`src/rtl/register_dump_unit.sv`:
```
// Walks a contiguous, optionally wrapping, register address range through one
// register-file read port and streams {address, data} pairs over valid/ready.
module register_dump_unit #(
  parameter int ADDR_WIDTH = 5,
  parameter int DATA_WIDTH = 32
) (
  input  logic                  clk,
  input  logic                  rst,
  input  logic                  start,
  input  logic [ADDR_WIDTH-1:0] first_Addr,
  input  logic [ADDR_WIDTH-1:0] last_Addr,
  output logic [ADDR_WIDTH-1:0] read_Reg_Addr,
  input  logic [DATA_WIDTH-1:0] read_Data,
  output logic                  dump_Valid,
  input  logic                  dump_Ready,
  output logic [ADDR_WIDTH-1:0] dump_Addr,
  output logic [DATA_WIDTH-1:0] dump_Data,
  output logic                  busy,
  output logic                  done
);

  typedef enum logic [1:0] {
    IDLE = 2'd0,
    READ = 2'd1,
    HOLD = 2'd2,
    DONE = 2'd3
  } state_e;

  state_e                  state_q;
  logic [ADDR_WIDTH-1:0]   ptr_q;
  logic [ADDR_WIDTH-1:0]   end_q;
  logic                    valid_q;
  logic [ADDR_WIDTH-1:0]   addr_q;
  logic [DATA_WIDTH-1:0]   data_q;
  logic                    busy_q;
  logic                    done_q;

  always_ff @(posedge clk or negedge rst) begin
    if (!rst) begin
      state_q <= IDLE;
      ptr_q   <= '0;
      end_q   <= '0;
      valid_q <= 1'b0;
      addr_q  <= '0;
      data_q  <= '0;
      busy_q  <= 1'b0;
      done_q  <= 1'b0;
    end else begin
      unique case (state_q)
        IDLE: begin
          if (start) begin
            ptr_q   <= first_Addr;
            end_q   <= last_Addr;
            busy_q  <= 1'b1;
            state_q <= READ;
          end
        end
        READ: begin
          // Snapshot taken here; later writes to the register do not leak in.
          data_q  <= read_Data;
          addr_q  <= ptr_q;
          valid_q <= 1'b1;
          state_q <= HOLD;
        end
        HOLD: begin
          if (dump_Ready) begin
            valid_q <= 1'b0;
            if (ptr_q == end_q) begin
              done_q  <= 1'b1;
              state_q <= DONE;
            end else begin
              ptr_q   <= ptr_q + ADDR_WIDTH'(1);
              state_q <= READ;
            end
          end
        end
        DONE: begin
          done_q  <= 1'b0;
          busy_q  <= 1'b0;
          state_q <= IDLE;
        end
        default: state_q <= IDLE;
      endcase
    end
  end

  assign read_Reg_Addr = ptr_q;
  assign dump_Valid    = valid_q;
  assign dump_Addr     = addr_q;
  assign dump_Data     = data_q;
  assign busy          = busy_q;
  assign done          = done_q;

endmodule
```
`config.mk`:
```
export PLATFORM = sky130hd
export DESIGN_NAME = register_dump_unit
export DESIGN_NICKNAME = d
export VERILOG_FILES = /design/src/rtl/register_dump_unit.sv
export SDC_FILE = /design/constraint.sdc
export NUM_CORES = 1
export LEC_CHECK = 0
export ABC_AREA = 1
export CORE_ASPECT_RATIO = 1.2
export CORE_UTILIZATION = 35
export DETAILED_ROUTE_END_ITERATION = 10
export PLACE_DENSITY = 0.67
export SLEW_MARGIN = 25
export SYNTH_ARGS = -nofsm -noshare
export SYNTH_HDL_FRONTEND = slang
export SYNTH_SLANG_ARGS = --single-unit
```
`constraint.sdc`:
```
create_clock -name clk -period 1.6 [get_ports clk]
set_clock_uncertainty 0.15 [all_clocks]
set_input_delay 0.32 -clock clk [delete_from_list [all_inputs] [get_ports clk]]
set_output_delay 0.32 -clock clk [all_outputs]
set_load 0.02 [all_outputs]
```
==> results.yml <==
status:
  outcome: "finished, final reports clean"
route:
  vias_per_cell: 4.40
  routedWlPerCell_microns: 11.8
  drt.antenna.violating_nets: 0
  drc: 0
  number_of_drc_markers_after_the_initial_detailed_route_iteration: 102
  via_count_of_the_routed_design: 1943
  routed_wirelength_microns: 5230
  drt_first_pass_iters: 4
global_route:
  global_route.overflow_total: 0
  first_pass_grt_wire_length_microns: 8090
  globalRouteTotalUtil_pct: 16.1
  grt_pass1_vias: 1785
  antenna_violations_before_repair: 0
  pin_count_of_the_biggest_net_entering_global_routing: 53
cts:
  clockRootBuffer: "sky130_fd_sc_hd__clkbuf_8"
  tritoncts_clock_tree: "yes"
  clock-sinks: 52
  clkTransAtPathRegs_ns: 0.10
  ctsHtreeMaxLevel: 2
  cts_inserted_buffers: 5
  maximum_buffer_depth_of_the_clock_tree: 2
  cts.repair_timing.setup_buffer_count: 0
  clk-insertion-delay-late_ns: 0.30
sta:
  final.period_utilization_pct: 97.8
  grt_setup_unrepaired: "no"
  timing.max_slew.rel_slack_pct: 73.9
  finalCriticalPeriod_ns: 1.56
  hold_violations: 0
  setup_violations: 0
  whs_ns: 0.323
  report.final.slew_viol_count: 0
  worst_slew_pin_slew_ns: 0.389
  maxClockFrequency_ghz: 0.639
power:
  power_density_nw_per_um2: 1970
  irDropWorstVdd_v: 0.000695
  cell_leakage_power_nw: 1.75
critical_path:
  path_class: "register to output pin"
  crit_path_start: "read_Reg_Addr[1]"
  critPathTopFamily: "flip-flops"
  path_cells: "dlygate4sd2_1"
  max_fo_critical_path: 6
  worst-path-buf-inv: 1
  max_stage_delay_cell_worst_path: "sky130_fd_sc_hd__dfrtp_1"
  worstSetupEndpointType: "output pin"
  start_kind: "register"
  worst_r2r_startpoint: "read_Reg_Addr[0]"
  timing.critical_path.arrival_ns: 1.09
  critPathRequiredTime_ns: 1.13
  crit_path_largest_cell_delay_ns: 0.44
die:
  design.core.area_sq_um: 6090
  placementRows: 31
  floorplan.initialDensity_pct: 36.4
  die_ht_microns: 89.2
  chipWidth_microns: 74.7
  io_pins: 91
  area_of_the_die_sq_um: 6660
job:
  cap_violations: 0
final_layout:
  area_used_by_multi_input_combinational_logic_sq_um: 865
  count_of_antenna_diodes_in_the_layout: 0
  post_route_cells_drive_above_1_share_pct: 12.8
  nNetsFinal: 406
  nFillCells: 594
  regArea_sq_um: 1300
  stdcell_area_sq_um: 3370
  area_growth_synth_to_finish_pct: 51.9
  fin_util_pct: 55.3
synth:
  netlist.area_leader.share_pct: 58.7
  synth_cell_type_count: 22
  synthesis.instances: 258
  netlist_area_sq_um: 2220
  synthesis.area_per_instance_sq_um: 8.60
  syn_nets: 305
  synth_area_leader_cell: "sky130_fd_sc_hd__dfrtp_1"
  ys_seq_area_share_pct: 58.7
  synthTopCellsByArea: "sky130_fd_sc_hd__dfrtp_1 (59%), sky130_fd_sc_hd__nand2_1 (24%), sky130_fd_sc_hd__nand3_1 (1.8%), sky130_fd_sc_hd__inv_1 (1.5%), sky130_fd_sc_hd__nor2_4 (1.5%)"
  synth-warning-count: 0
  synth.ff_latch_count: 52
placement:
  globalplace.congestion: 0.813
  dpl.hpwl_microns: 3810
  placedInstanceArea_sq_um: 3270
  numPortBuffers: 90
min_path:
  hold_start: "dump_Data[19]"
  min-delay-path-class: "register to register"
[flip-flops by register name, summed over array words and instances, names as in the netlist]
name	cells
state_q	2
dump_Data	32
busy	1
dump_Addr	5
end_q	5
read_Reg_Addr	5
dump_Valid	1
done	1
[stage by stage]
step           total power, mW  setup slack (ns)  TNS (ns)  instances
2_1_floorplan             4.43             0.133         0        258
3_3_place_gp              6.05            0.0299         0        433
3_5_place_dp              6.13          -0.00150  -0.00156        433
4_1_cts                   6.64            0.0282         0        442
5_1_grt                   7.17           0.00579         0        442
6_report                  6.64            0.0352         0        442
[metal layers]
layer	vias up	track usage, %	part of all wire (%)
met2	61	28.0	49
met1	888	19.6	44
met5	-	0	0
li1	992	-	-
met4	0	4.63	0.52
met3	2	3.95	5.8
[cell families after synthesis]
logic type	count (synthesis)	synth area share, %
muxes	2	1.02
buffers and inverters	21	3.84
DFF	52	58.7
xor gates and xnor gates	2	0.790
AOI/OAI and AO/OA	14	3.38
adders and majority gates	1	0.564
and+or+nand+nor	166	31.8
[synth_stat cells, drive strengths merged]
cell type / count
inv: 14
ha: 1
nand2: 143
a21oi: 4
dfrtp: 52
o211ai: 1
nand3: 9
nor2: 13
buf: 5
clkbuf: 2
nand4: 1
xnor2: 2
o21ai: 8
mux2: 2
o21bai: 1
[repair_timing]
action | 4_1_cts | 5_1_grt
hold buffers | 1 | 0
endpoints found under the setup margin | 45 | 7
pin swaps | 0 | 5
hold endpoints to repair | 52 | 0
resized for setup | 45 | 14
[layout by cell type, fill, tap and decap left out, types with 2 or more instances in the layout]
| master | Yosys | routed |
|---|---|---|
| sky130_fd_sc_hd__nand2_1 | 139 | 138 |
| sky130_fd_sc_hd__dfrtp_1 | 52 | 52 |
| sky130_fd_sc_hd__clkdlybuf4s50_1 | 0 | 44 |
| sky130_fd_sc_hd__dlygate4sd2_1 | 0 | 44 |
| sky130_fd_sc_hd__inv_1 | 9 | 8 |
| sky130_fd_sc_hd__buf_4 | 0 | 8 |
| sky130_fd_sc_hd__inv_2 | 5 | 6 |
| sky130_fd_sc_hd__nand3_1 | 8 | 6 |
| sky130_fd_sc_hd__nor2_4 | 3 | 5 |
| sky130_fd_sc_hd__nor2_1 | 8 | 5 |
| sky130_fd_sc_hd__o21ai_1 | 4 | 5 |
| sky130_fd_sc_hd__clkbuf_8 | 0 | 5 |
| sky130_fd_sc_hd__a21oi_1 | 4 | 4 |
| sky130_fd_sc_hd__nand2_2 | 2 | 3 |
| sky130_fd_sc_hd__nor2_2 | 2 | 3 |
| sky130_fd_sc_hd__nand3_2 | 1 | 3 |
| sky130_fd_sc_hd__o21ai_0 | 4 | 3 |
| sky130_fd_sc_hd__xnor2_1 | 2 | 2 |
| sky130_fd_sc_hd__nand2_4 | 2 | 2 |
| sky130_fd_sc_hd__mux2_2 | 2 | 2 |
[path summary, 6_finish.rpt]
| path | end | slack (ns) | cells after the start |
|---|---|---|---|
| hold reg to reg | dump_Data[19] | 0.32 | 2 |
| hold / removal | dump_Data[19] | 0.32 | 2 |
| min in group asynchronous | dump_Data[23] | 0.41 | 3 |
| setup / recovery | read_Reg_Addr[1] | 0.04 | 1 |
| setup reg to reg | read_Reg_Addr[4] | 0.09 | 9 |
| max in group asynchronous | dump_Data[12] | 0.66 | 3 |
[power by group]
part	switching, mW	internal (mW)	leakage, nW
Sequential	0.383	1.95	0.635
Combinational	2.11	1.30	1.06
Clock	0.432	0.463	0.0541
[layout make-up]
| type | count | share of cell area [%] |
|---|---|---|
| timing repair buffer | 101 | 27.8 |
| multi-input combinational | 185 | 25.7 |
| clock inverter | 3 | 1.26 |
| sequential | 52 | 38.6 |
| inverter | 14 | 1.56 |
| tap | 82 | 3.04 |
| clock buffer | 5 | 2.04 |
[worst register-to-register path, cell delays in order, from the launching register on]
cell and delay, ns:
sky130_fd_sc_hd__dfrtp_1 0.43, sky130_fd_sc_hd__buf_4 0.15, sky130_fd_sc_hd__ha_2 0.18, sky130_fd_sc_hd__nand3_2 0.11, sky130_fd_sc_hd__nor2_2 0.14, sky130_fd_sc_hd__nor2_2 0.04
sky130_fd_sc_hd__nand2_1 0.05, sky130_fd_sc_hd__nand2_1 0.04, sky130_fd_sc_hd__nand3_1 0.07, sky130_fd_sc_hd__nand2_1 0.05
Note: power is estimated with default switching activity, not from simulation.
